===== src/rtl/pe_col_sched.sv =====
// Pass sequencer for one column of row-stationary PEs: load, fire, collect
// DONE flags, step the vertical psum reduction, then hand the result downstream.

module pe_col_lane (
  input  logic clk,
  input  logic rst,
  input  logic clr,
  input  logic cap,
  input  logic pe_done,
  output logic mask
);
  always_ff @(posedge clk or negedge rst) begin
    if (!rst)     mask <= 1'b0;
    else if (clr) mask <= 1'b0;
    else if (cap) mask <= mask | pe_done;
  end
endmodule

module pe_col_sched #(
  parameter int NUM_PE  = 3,
  parameter int PASS_W  = 8,
  parameter int TIMEOUT = 64
) (
  input  logic              clk,
  input  logic              rst,
  input  logic              start,
  input  logic [PASS_W-1:0] num_pass,
  output logic              busy,
  output logic              done,
  output logic              err,
  output logic              load_req,
  input  logic              load_ack,
  output logic [PASS_W-1:0] pass_idx,
  output logic [NUM_PE-1:0] pe_en,
  input  logic [NUM_PE-1:0] pe_done,
  output logic [2:0]        red_sel,
  output logic              red_en,
  output logic              out_valid,
  input  logic              out_ready
);
  localparam int TW = $clog2(TIMEOUT + 1);
  localparam logic [2:0]    LAST_SEL = 3'(NUM_PE - 1);
  localparam logic [TW-1:0] TO_LAST  = TW'(TIMEOUT - 2);

  typedef enum logic [2:0] {S_IDLE, S_LOAD, S_FIRE, S_WAIT, S_REDUCE, S_OUT} state_t;

  state_t              state;
  logic [PASS_W-1:0]   num_pass_q;
  logic [TW-1:0]       tcnt;
  logic [NUM_PE-1:0]   done_mask;
  logic                all_done;
  logic                last_pass;

  // Mask is cleared while the PEs fire so a stale pulse in that cycle never counts.
  for (genvar i = 0; i < NUM_PE; i++) begin : g_lane
    pe_col_lane u_lane (
      .clk     (clk),
      .rst     (rst),
      .clr     (state == S_FIRE),
      .cap     (state == S_WAIT),
      .pe_done (pe_done[i]),
      .mask    (done_mask[i])
    );
  end

  assign all_done  = &(done_mask | pe_done);
  assign last_pass = (pass_idx == num_pass_q - PASS_W'(1));

  always_ff @(posedge clk or negedge rst) begin
    if (!rst) begin
      state      <= S_IDLE;
      num_pass_q <= '0;
      tcnt       <= '0;
      busy       <= 1'b0;
      done       <= 1'b0;
      err        <= 1'b0;
      load_req   <= 1'b0;
      pass_idx   <= '0;
      pe_en      <= '0;
      red_sel    <= '0;
      red_en     <= 1'b0;
      out_valid  <= 1'b0;
    end else begin
      done  <= 1'b0;
      pe_en <= '0;
      case (state)
        S_IDLE: begin
          if (start) begin
            if (num_pass != '0) begin
              num_pass_q <= num_pass;
              pass_idx   <= '0;
              err        <= 1'b0;
              busy       <= 1'b1;
              load_req   <= 1'b1;
              state      <= S_LOAD;
            end else begin
              done <= 1'b1;
            end
          end
        end
        S_LOAD: begin
          if (load_ack) begin
            load_req <= 1'b0;
            pe_en    <= '1;
            state    <= S_FIRE;
          end
        end
        S_FIRE: begin
          tcnt  <= '0;
          state <= S_WAIT;
        end
        S_WAIT: begin
          // A full mask takes priority over a timeout landing in the same cycle.
          if (all_done) begin
            red_en  <= 1'b1;
            red_sel <= '0;
            state   <= S_REDUCE;
          end else if (tcnt == TO_LAST) begin
            err   <= 1'b1;
            done  <= 1'b1;
            busy  <= 1'b0;
            state <= S_IDLE;
          end else begin
            tcnt <= tcnt + TW'(1);
          end
        end
        S_REDUCE: begin
          if (red_sel == LAST_SEL) begin
            red_en    <= 1'b0;
            red_sel   <= '0;
            out_valid <= 1'b1;
            state     <= S_OUT;
          end else begin
            red_sel <= red_sel + 3'd1;
          end
        end
        S_OUT: begin
          if (out_ready) begin
            out_valid <= 1'b0;
            if (last_pass) begin
              done  <= 1'b1;
              busy  <= 1'b0;
              state <= S_IDLE;
            end else begin
              pass_idx <= pass_idx + PASS_W'(1);
              load_req <= 1'b1;
              state    <= S_LOAD;
            end
          end
        end
        default: state <= S_IDLE;
      endcase
    end
  end
endmodule


===== config.mk =====
export PLATFORM = sky130hd
export DESIGN_NAME = pe_col_sched
export DESIGN_NICKNAME = d
export VERILOG_FILES = /design/src/rtl/pe_col_sched.sv
export SDC_FILE = /design/constraint.sdc
export NUM_CORES = 1
export LEC_CHECK = 0
export CAP_MARGIN = 20
export CELL_PAD_IN_SITES_DETAIL_PLACEMENT = 0
export CELL_PAD_IN_SITES_GLOBAL_PLACEMENT = 1
export CORE_UTILIZATION = 35
export CTS_BUF_LIST = sky130_fd_sc_hd__clkbuf_4
export DETAILED_ROUTE_END_ITERATION = 8
export PLACE_DENSITY = 0.74
export REMOVE_ABC_BUFFERS = 1
export SETUP_SLACK_MARGIN = 0.4
export SYNTH_ARGS = -nofsm -noshare
export SYNTH_HDL_FRONTEND = slang
export SYNTH_HIERARCHICAL = 1
export SYNTH_SLANG_ARGS = --single-unit

===== constraint.sdc =====
create_clock -name clk -period 2.66 [get_ports clk]
set_clock_uncertainty 0.15 [all_clocks]
set_input_delay 0.532 -clock clk [delete_from_list [all_inputs] [get_ports clk]]
set_output_delay 0.532 -clock clk [all_outputs]
set_load 0.01 [all_outputs]

# After elaboration in Yosys (flattened, before gate mapping)
# Index checks and enable logic that the tools add are counted.
# op_classes
add_sub_neg	4
n_eq_ne	20
n_mux	57
bitwise	4
reduce_logical	20
# ops
op	n
$mux W3	11
$mux W8	4
$mux W1	30
$ne A2 B2 Y1 const B	11
$pmux W3 S6	1
$pmux W8 S2	1
$reduce_and A3 Y1	5
$mux W7	2
$pmux W7 S2	1
$reduce_and A6 Y1	2
$reduce_and A5 Y1	2
$reduce_bool A2 Y1	5
$eq A3 B2 Y1 const B	3
$pmux W1 S3	3
$add A8 B1 Y8 const B	1
$eq A8 B8 Y1	1
$reduce_bool A8 Y1	1
$sub A8 B1 Y8 const B	1
$add A7 B1 Y7 const B	1
$eq A7 B6 Y1 const B	1
$reduce_and A7 Y1	1
$eq A3 B3 Y1 const B	2
$pmux W1 S2	3
$pmux W3 S2	1
8 further kinds	11
# totals
reg_bits	41
output_inout_bits	20
elab_cells	120

# Logic depth before layout (Yosys ltp)
# Gate-level depths: netlist of run 1.
# depth
word_depth	5
ltp_mapped	10

# Modules after synthesis
# Netlist of run 1, hierarchy kept.
# by_module_without_submodules
module	n_inst	cells_per_inst	area_per_inst_um2	seq_area_each_um2
pe_col_sched	1	257	2263.4	900.9
pe_col_lane	3	3	33.8	25.0

# Least setup slack after synthesis of run 1
# OpenSTA, ideal clock, no wires.
# synth_timing
path_type	reg2reg
from	register tcnt[0]
to	register state[2]
t_arrival_ps	1921
required_time_ps	2389
slack_ps	468
stages_incl_launch_ff	8
n_path_buf	0
cell_sequence	dfrtp_1 > inv_1 > ha_1 > nand2b_4 > or3_1 > a222oi_1 > o21ai_1 > a22o_1
# synth_via
elab_chain_cells	3
# synth_rtl
item	line_no	rtl
from (decl)	49	logic [TW-1:0] tcnt;
from (signal assigned)	124	tcnt <= tcnt + TW'(1);
$eq A7 B6 Y1	118	end else if (tcnt == TO_LAST) begin
$ne A3 B3 Y1 (no source line)	-	
$reduce_and A6 Y1 (no source line)	-	
to (signal assigned)	117	state <= S_REDUCE;
to (signal assigned)	122	state <= S_IDLE;
to (signal assigned)	132	state <= S_OUT;
to (decl)	47	state_t state;
# Every way passes these cells.
# A chain may end at the register's enable or synchronous reset.

# Worst setup path in the final report of run 1
# layout_timing
from	register num_pass_q[2]
to	register busy
# layout_via
elab_chain_cells	4
# layout_rtl
item	line_no	rtl
from (decl)	48	logic [PASS_W-1:0] num_pass_q;
from (signal assigned)	90	num_pass_q <= num_pass;
$sub A8 B1 Y8	67	assign last_pass = (pass_idx == num_pass_q - PASS_W'(1));
$eq A8 B8 Y1	67	
$ne A2 B2 Y1 (no source line)	-	
$reduce_and A7 Y1 (no source line)	-	
to (signal assigned)	74	busy <= 1'b0;
to (signal assigned)	93	busy <= 1'b1;
to (signal assigned)	121	busy <= 1'b0;
to (decl)	28	output logic busy,
# Every way passes these cells.

==> out/qor.yml, run 1 <==
period_minus_slack_ps: 2210
syn-mean-instance-area_um2: 8.89
yosysTopAreaCellShare: 0.413
p_leak_uw: 0.00129
ys_types: 49
critPathMaxFanout: 11
slowest_stage: "dfrtp_2"
start_util: 0.368
critPathLaunchType: "register"
ios: 36
tns_ps: 0
synth_edf_count: 0
min_path_type: "in -> async"
critPathCaptureType: "register"
ys_seq_area_frac: 0.413
synth_async_sr_flop_share: 1.00
syn_area_mm2: 0.00236
final_cells: 388
path_class: "reg -> reg"
design.core.area_mm2: 0.00642
post-place-cells: 374
wire_per_inst_um: 14.4
nets: 330
port_buffers: 35
drive_gt1_frac: 0.154
crit_required_ps: 2750
cts_sinks: 39
cts_tree: "built"
drc_errors: 4
worst_path_largest_cell_delay_ps: 500
max_cap_viol_count: 0
drtAntennaViolNets: 0
gp_congestion: 0.782
num_rows: 29
p_per_area_mw_per_mm2: 953
cts-root-buf: "clkbuf_4"
drv_slew: 0
clockBufferDepth: 2
diodes: 0
clock.fmax_mhz: 452
hold_violations: 0
cp.arrival_ps: 2300
synth_common_cells: "nand2_1, dfrtp_1, nor2_1, a21oi_1, o21ai_1"
die_x_um: 84.2
reg2regPathDepth: 6
grt_pass1_wl_um: 9470
slew_headroom: 0.398
antenna_found_initial: 0
dr.pass1.iters: 6
synth.area.top_cells: "dfrtp_1, nand2_1, nor2_1"
setup_violations: 0
cts_hold_buf: 0
hpwl_um: 3880
htreeDepth: 2
area_growth_pct: 25.0
grt_max_degree: 40
vias_per_cell: 5.22
period_share: 0.832
cts_made_buffers: 5
synth.most_common_cell: "nand2_1"
synth_area_leader_cell: "dfrtp_1"
ys.flop_type: "dfrtp_1"
grt_pass1_vias: 1970
clk_latency_ps: 350
drt-total-wl_um: 5590
status: "finished, violations left"
ys_warn_count: 6
grt_overflow: 0
synth_cells: 266
peakVddDrop_v: 0.000461
ys_ff_latch: 39
rsz0062_at_grt: "true"
violations: "design-rule violations"
grtUsageTotal: 0.169
drtIter0Drc: 76
die-area_mm2: 0.00709
vias: 2025
die_y_um: 84.2
cp_cell_sequence: "nor4_4 > nand2_1 > o31ai_4 > nor2b_4 > or2_1 > a31o_1"
tightest_slew_ps: 903
clk_pin_slew_worst_paths_ps: 120
-- state kept, by name, summed over array words and instances (netlist names) --
| signal | cells |
|---|---|
| load_req | 1 |
| g_lane.u_lane/mask | 3 |
| num_pass_q | 8 |
| done | 1 |
| red_en | 1 |
| pass_idx | 8 |
| tcnt | 7 |
| red_sel | 3 |
| out_valid | 1 |
| pe_en | 1 |
| state | 3 |
| err | 1 |
| busy | 1 |
-- area by class of cell --
type,instances,area [µm²]
clock buffer,5,37.5
clock inverter,3,15.0
fill,637,3470
inverter,10,37.5
multi-input combinational,203,1330
sequential,39,980
tap,77,96.3
timing repair buffer,51,465
-- where the power goes --
| group | total, µW | switching (µW) | internal (µW) |
|---|---|---|---|
| logic | 1460 | 723 | 741 |
| registers | 1050 | 275 | 771 |
| clock network | 306 | 209 | 97.2 |
-- stage by stage --
| step | utilization | power [µW] | worst slack (ps) | cell area [µm²] | hold slack, ps |
|---|---|---|---|---|---|
| 6_report | 0.460 | 2820 | 447 | 2960 | 148 |
| 3_3_place_gp | 0.434 | 2330 | 164 | 2790 | 315 |
| 5_1_grt | 0.460 | 3060 | 337 | 2960 | 209 |
| 4_1_cts | 0.449 | 2730 | 414 | 2880 | 169 |
| 2_1_floorplan | - | 1840 | 416 | 2270 | 86.4 |
| 3_5_place_dp | 0.434 | 2350 | 161 | 2790 | 319 |
-- timing repair --
item / 4_1_cts / 5_1_grt
pin swaps: 1 / 3
gates resized for setup: 4 / 11
endpoints found under the hold margin: 0 / 0
buffers inserted: 3 / 3
gates cloned: 0 / 0
setup endpoints to repair: 14 / 15
-- metal layers --
layer  vias up  share of wire  GRT usage
met5         -              0          0
met4         0          0.014     0.0533
met3         8          0.033     0.0374
met2        30           0.48      0.272
met1       974           0.47      0.227
li1       1013              -          -
-- placed cells by master (no fill, tap or decap), drive strengths merged, types with 8 or more instances in the layout --
master	count
buf	17
nand3	8
nand2	47
nand2b	8
dfrtp	39
a21oi	14
clkdlybuf4s50	34
nor2	23
o21ai	14
inv	10
-- cells by family (layout without fill, tap and decap cells) --
logic type	Yosys count	after routing	synth area share
compound gates	58	58	0.162
xor+xnor	14	14	0.0519
fa+ha+maj	4	4	0.0212
buf+inv	24	69	0.0561
flops	39	39	0.413
mux	9	9	0.0397
simple gates	118	118	0.257
-- worst paths after layout --
path | start | endpoint | slack (ps)
worst max-delay path | num_pass_q[2] | busy | 450
worst min-delay path | rst | g_lane[0].u_lane/mask | 150
worst max register to register | num_pass_q[2] | busy | 450
worst min register to register | err | err | 350
max in group asynchronous | rst | num_pass_q[2] | 1590
min in group clk | err | err | 350
-- worst max-delay path: cells and delay by family, from the launching register on --
kind	cells	cell delay (ps)
AO/OA/AOI/OAI	2	530
flip-flops	1	500
AND/OR/NAND/NOR	4	920
(Power assumes the default switching activity.)
==> run 2: changes to the inputs <==
- clock period: 2.66 -> 2.2 ns (I/O delays scaled with it)
==> run 2 against run 1 <==
  * The run still ends with design-rule violations left
  * Clock-buffer cell count grew 1
  * Largest cell class unchanged
  * First-iteration DRC count rose by 51%
  * Critical endpoint is now pass_idx[6]
  * Non-clock buffer count grew 48
  * Critical path depth increased by 2
  * Critical path type unchanged
  * Sequential power increased by 5%
  * Setup slack worse by 440 ps
  * Final area up 19%
==> out/qor.yml, run 2 (synthesized netlist as in run 1, its figures left out) <==
status: "finished, violations left"
violations: "design-rule violations"
grtUsageTotal: 0.181
p_seq_frac: 0.274
p_leak_uw: 0.00168
tns_ps: 0
ios: 36
period_share: 0.998
clock.fmax_mhz: 455
placed_area_mm2: 0.00307
vias: 2266
p_sw_uw: 1660
die_y_um: 84.2
area_growth_pct: 48.8
cts-root-buf: "clkbuf_4"
period_minus_slack_ps: 2200
peakVddDrop_v: 0.000582
drtAntennaViolNets: 0
nets: 379
max_cap_viol_count: 0
p_int_uw: 2350
htreeDepth: 2
post-place-cells: 409
design_area_mm2: 0.00352
start_util: 0.368
gp_congestion: 0.761
slew_headroom: 0.692
clkPwrFrac: 0.092
cts_sinks: 39
fill_cells: 605
wire_per_inst_um: 14.1
grt_overflow: 0
clk_pin_slew_worst_paths_ps: 120
p_per_area_mw_per_mm2: 1140
drc_errors: 4
critPathCaptureType: "register"
reg_top3: "num_pass_q x8, pass_idx x8, tcnt x7"
whs_ps: 254
p_sw_frac: 0.414
design.core.area_mm2: 0.00642
critPathLaunchType: "register"
tightest_slew_ps: 463
dr.pass1.iters: 7
grt_pass1_vias: 2187
layout_common_cells: "buf_4, nand2_1, dfrtp_1, nor2_1, dlygate4sd2_1"
setup_violations: 0
path_class: "reg -> reg"
die_x_um: 84.2
drt-total-wl_um: 6180
clockBufferDepth: 2
grt_max_degree: 22
cts_made_buffers: 5
hpwl_um: 4250
drv_slew: 0
hold_violations: 0
min_path_type: "in -> reg"
power_frac_comb: 0.633
grt_pass1_wl_um: 10200
finish.utilization: 0.548
port_buffers: 35
vias_per_cell: 5.19
cts_tree: "built"
die-area_mm2: 0.00709
diodes: 0
drtIter0Drc: 115
num_rows: 29
critPathMaxFanout: 5
cp.arrival_ps: 2320
drive_gt1_frac: 0.342
final_common_cell: "buf_4"
clk_latency_ps: 350
crit_required_ps: 2330
rsz0062_at_grt: "true"
final_cells: 437
antenna_found_initial: 0
==> run 2: changes by cell type in the layout (fill, tap and decap cells not counted), moves of 12 or more <==
cell / before / now
buf_6: 0 / 12
buf_4: 16 / 48
dlygate4sd2_1: 0 / 16
clkdlybuf4s50_1: 34 / 13
==> run 2: layout make-up <==
cell class / count / area, µm² / share of cell area
sequential: 39 / 981 / 0.279
multi-input combinational: 204 / 1480 / 0.420
clock inverter: 2 / 7.51 / 0.00213
timing repair buffer: 99 / 873 / 0.248
clock buffer: 6 / 45.0 / 0.0128
tap: 77 / 96.3 / 0.0274
inverter: 10 / 37.5 / 0.0107
==> run 2: worst paths after layout <==
check	start	to	slack [ps]	cells past startpoint
setup / recovery	num_pass_q[0]	pass_idx[6]	4	8
hold / removal	pe_done[0]	g_lane[0].u_lane/mask	250	3
setup reg to reg	num_pass_q[0]	pass_idx[6]	4	8
hold reg to reg	err	err	340	1
max in group asynchronous	rst	state[2]	1000	3
min in group asynchronous	rst	load_req	410	2
==> run 2: per-layer routing <==
metal / share of wire / routed length (µm) / global-route usage / up-vias
met4: 0.014 / 89 / 0.0674 / 0
met3: 0.031 / 190 / 0.0315 / 8
met5: 0 / 0 / 0 / -
li1: - / - / - / 1122
met1: 0.46 / 2830 / 0.233 / 1098
met2: 0.50 / 3060 / 0.306 / 38
==> run 2: power groups by stage <==
stage | Sequential, µW | Combinational, µW | Clock [µW]
after floorplan | 1240 | 987 | 0
after global placement | 1120 | 2040 | 0
after detailed placement | 1120 | 2060 | 0
after CTS | 1100 | 2190 | 391
after global routing | 1130 | 2790 | 418
final | 1100 | 2540 | 369
==> run 2: per-stage QoR <==
stage | total power, µW | worst slack, ps
5_1_grt | 4330 | -87.1
6_report | 4010 | 3.71
4_1_cts | 3670 | 22.2
3_5_place_dp | 3180 | -245
2_1_floorplan | 2230 | -44.4
3_3_place_gp | 3150 | -201
==> run 2: worst max-delay path: stages, from the launching register on <==
cell and delay (ps):
dfrtp_1 400, buf_6 130, or2_4 260, nor4_4 220
xnor2_1 160, o2111ai_2 170, buf_6 180, o2111ai_1 220
mux2i_1 230
==> run 2: what timing repair did <==
item | in CTS | in global routing
buffers inserted | 9 | 7
gates resized for setup | 45 | 45
hold buffers | 1 | 0
setup endpoints to repair | 44 | 33
gates cloned | 2 | 1
pin swaps | 5 | 18
endpoints found under the hold margin | 18 | 0
==> run 3: changes to the inputs <==
- PLACE_DENSITY: 0.74 -> 0.77
- clock period: 2.2 -> 1.83 ns (I/O delays scaled with it)
==> run 3 against run 2 <==
  * The run ends with design-rule violations, negative setup slack left
  * Wire length increased by 15%
  * Sequential power increased by 21%
  * Via count increased by 7.0%
  * Final area increased by 14%
  * Critical endpoint is now pass_idx[1]
  * Largest cell class unchanged
==> out/qor.yml, run 3 (synthesized netlist as in run 1, its figures left out) <==
clk_pin_slew_worst_paths_ps: 120
grt_overflow: 0
whs_ps: 172
setup_violations: 17
clockBufferDepth: 2
tns_ps: -4320
area_growth_pct: 69.5
cts_sinks: 39
drtAntennaViolNets: 0
vias: 2424
die-area_mm2: 0.00709
hp-start: "num_pass[2]"
path_class: "reg -> reg"
critPathBufInv: 3
critPathLaunchType: "register"
cts_tree: "built"
diodes: 0
drive_gt1_frac: 0.492
p_leak_uw: 0.00189
post-place-cells: 431
drc_errors: 6
status: "finished, violations left"
die_y_um: 84.2
tightest_slew_ps: 467
die_x_um: 84.2
drt-total-wl_um: 7090
final_common_cell: "buf_4"
drv_slew: 0
cts-root-buf: "clkbuf_4"
worst_path_largest_cell_delay_ps: 420
vias_per_cell: 5.12
cp_top_family: "compound AO/OA/AOI/OAI gates"
p_per_area_mw_per_mm2: 1380
cp.arrival_ps: 2270
gp_congestion: 0.830
fill_cells: 558
grt_pass1_vias: 2360
critPathCaptureType: "register"
startpoint: "num_pass_q[0]"
final_cells: 473
fin_ws_ps: -317
max_cap_viol_count: 0
min_path_type: "in -> reg"
finish.utilization: 0.624
design.core.area_mm2: 0.00642
slew_headroom: 0.689
critPathMaxFanout: 5
port_buffers: 35
hold_violations: 0
start_util: 0.368
violations: "design-rule violations, negative setup slack"
crit_required_ps: 1950
num_rows: 29
antenna_found_initial: 0
peakVddDrop_v: 0.000778
place_worst_setup_slack_ps: -490
drtIter0Drc: 82
rsz0062_at_grt: "true"
cpMostUsedCell: "buf_6"
r2r-start: "num_pass_q[0]"
layout_common_cells: "buf_4, buf_6, nand2_1, dfrtp_1, nor2_1"
grt_pass1_wl_um: 11400
nets: 415
grtUsageTotal: 0.202
period_minus_slack_ps: 2150
reg_top3: "num_pass_q x8, pass_idx x8, tcnt x7"
cts_made_buffers: 5
grt_max_degree: 25
cp_cell_sequence: "inv_2 > ha_4 > buf_6 > nand2b_4 > a21oi_2 > a31oi_2 > o2111ai_2 > buf_6 > or2_4 > o211ai_1"
dr.pass1.iters: 6
clock.fmax_mhz: 466
hpwl_um: 4530
clk_latency_ps: 350
period_share: 1.17
slowest_stage: "dfrtp_1"
htreeDepth: 2
wire_per_inst_um: 15.0
ios: 36
==> run 3: changes by cell type in the layout (fill, tap and decap cells not counted), moves of 6 or more <==
cell,change
buf_2,+7
buf_6,+30
nand2_1,-6
buf_4,+18
dlygate4sd2_1,-13
nand2_2,+6
==> run 3: repair_timing <==
| item | 4_1_cts | 5_1_grt |
|---|---|---|
| setup endpoints to repair | 57 | 57 |
| pin swaps | 22 | 19 |
| setup buffers | 13 | 17 |
| hold buffers | 1 | 0 |
| endpoints found under the hold margin | 15 | 0 |
| resized for setup | 167 | 36 |
| cloned | 1 | 2 |
==> run 3: stage by stage <==
stage | power, µW | area, µm²
6_report | 5530 | 4010
5_1_grt | 5920 | 4010
4_1_cts | 5020 | 3700
3_5_place_dp | 3990 | 3240
3_3_place_gp | 3940 | 3240
2_1_floorplan | 2680 | 2270
==> run 3: metal layers <==
| metal | wire length, µm | GRT usage | vias to the layer above | part of all wire |
|---|---|---|---|---|
| li1 | - | - | 1192 | - |
| met5 | 0 | 0 | - | 0 |
| met4 | 55 | 0.0423 | 0 | 0.0078 |
| met2 | 3700 | 0.345 | 43 | 0.52 |
| met3 | 207 | 0.0364 | 6 | 0.029 |
| met1 | 3130 | 0.268 | 1183 | 0.44 |
==> run 3: final timing paths <==
| path | end | slack (ps) | depth (start not counted) |
|---|---|---|---|
| worst max-delay path | pass_idx[1] | -320 | 10 |
| worst min-delay path | num_pass_q[2] | 170 | 3 |
| worst max register to register | pass_idx[1] | -320 | 10 |
| worst min register to register | err | 360 | 1 |
| max in group asynchronous | state[0] | 740 | 3 |
| min in group asynchronous | tcnt[3] | 310 | 2 |
==> run 3: cell type report <==
| cell class | instances | area (µm²) | area share |
|---|---|---|---|
| well taps | 77 | 96.3 | 0.0240 |
| inverters | 10 | 37.5 | 0.00937 |
| clock buffers | 5 | 37.5 | 0.00937 |
| flip-flops and latches | 39 | 977 | 0.244 |
| repair buffers | 135 | 1210 | 0.303 |
| clock inverters | 3 | 15.0 | 0.00375 |
| multi-input cells | 204 | 1630 | 0.407 |
==> run 3: worst min-delay path, cell delays in order <==
cell and delay, ps:
dlymetal6s2s_1 170, nand2_2 70, nand2_1 50
==> run 3: where the power goes <==
group / internal [µW] / switching [µW] / leakage [µW]
sequential: 1120 / 212 / 0.000505
clock: 141 / 300 / 0.0000263
combinational: 1970 / 1790 / 0.00136
total: 3230 / 2300 / 0.00189
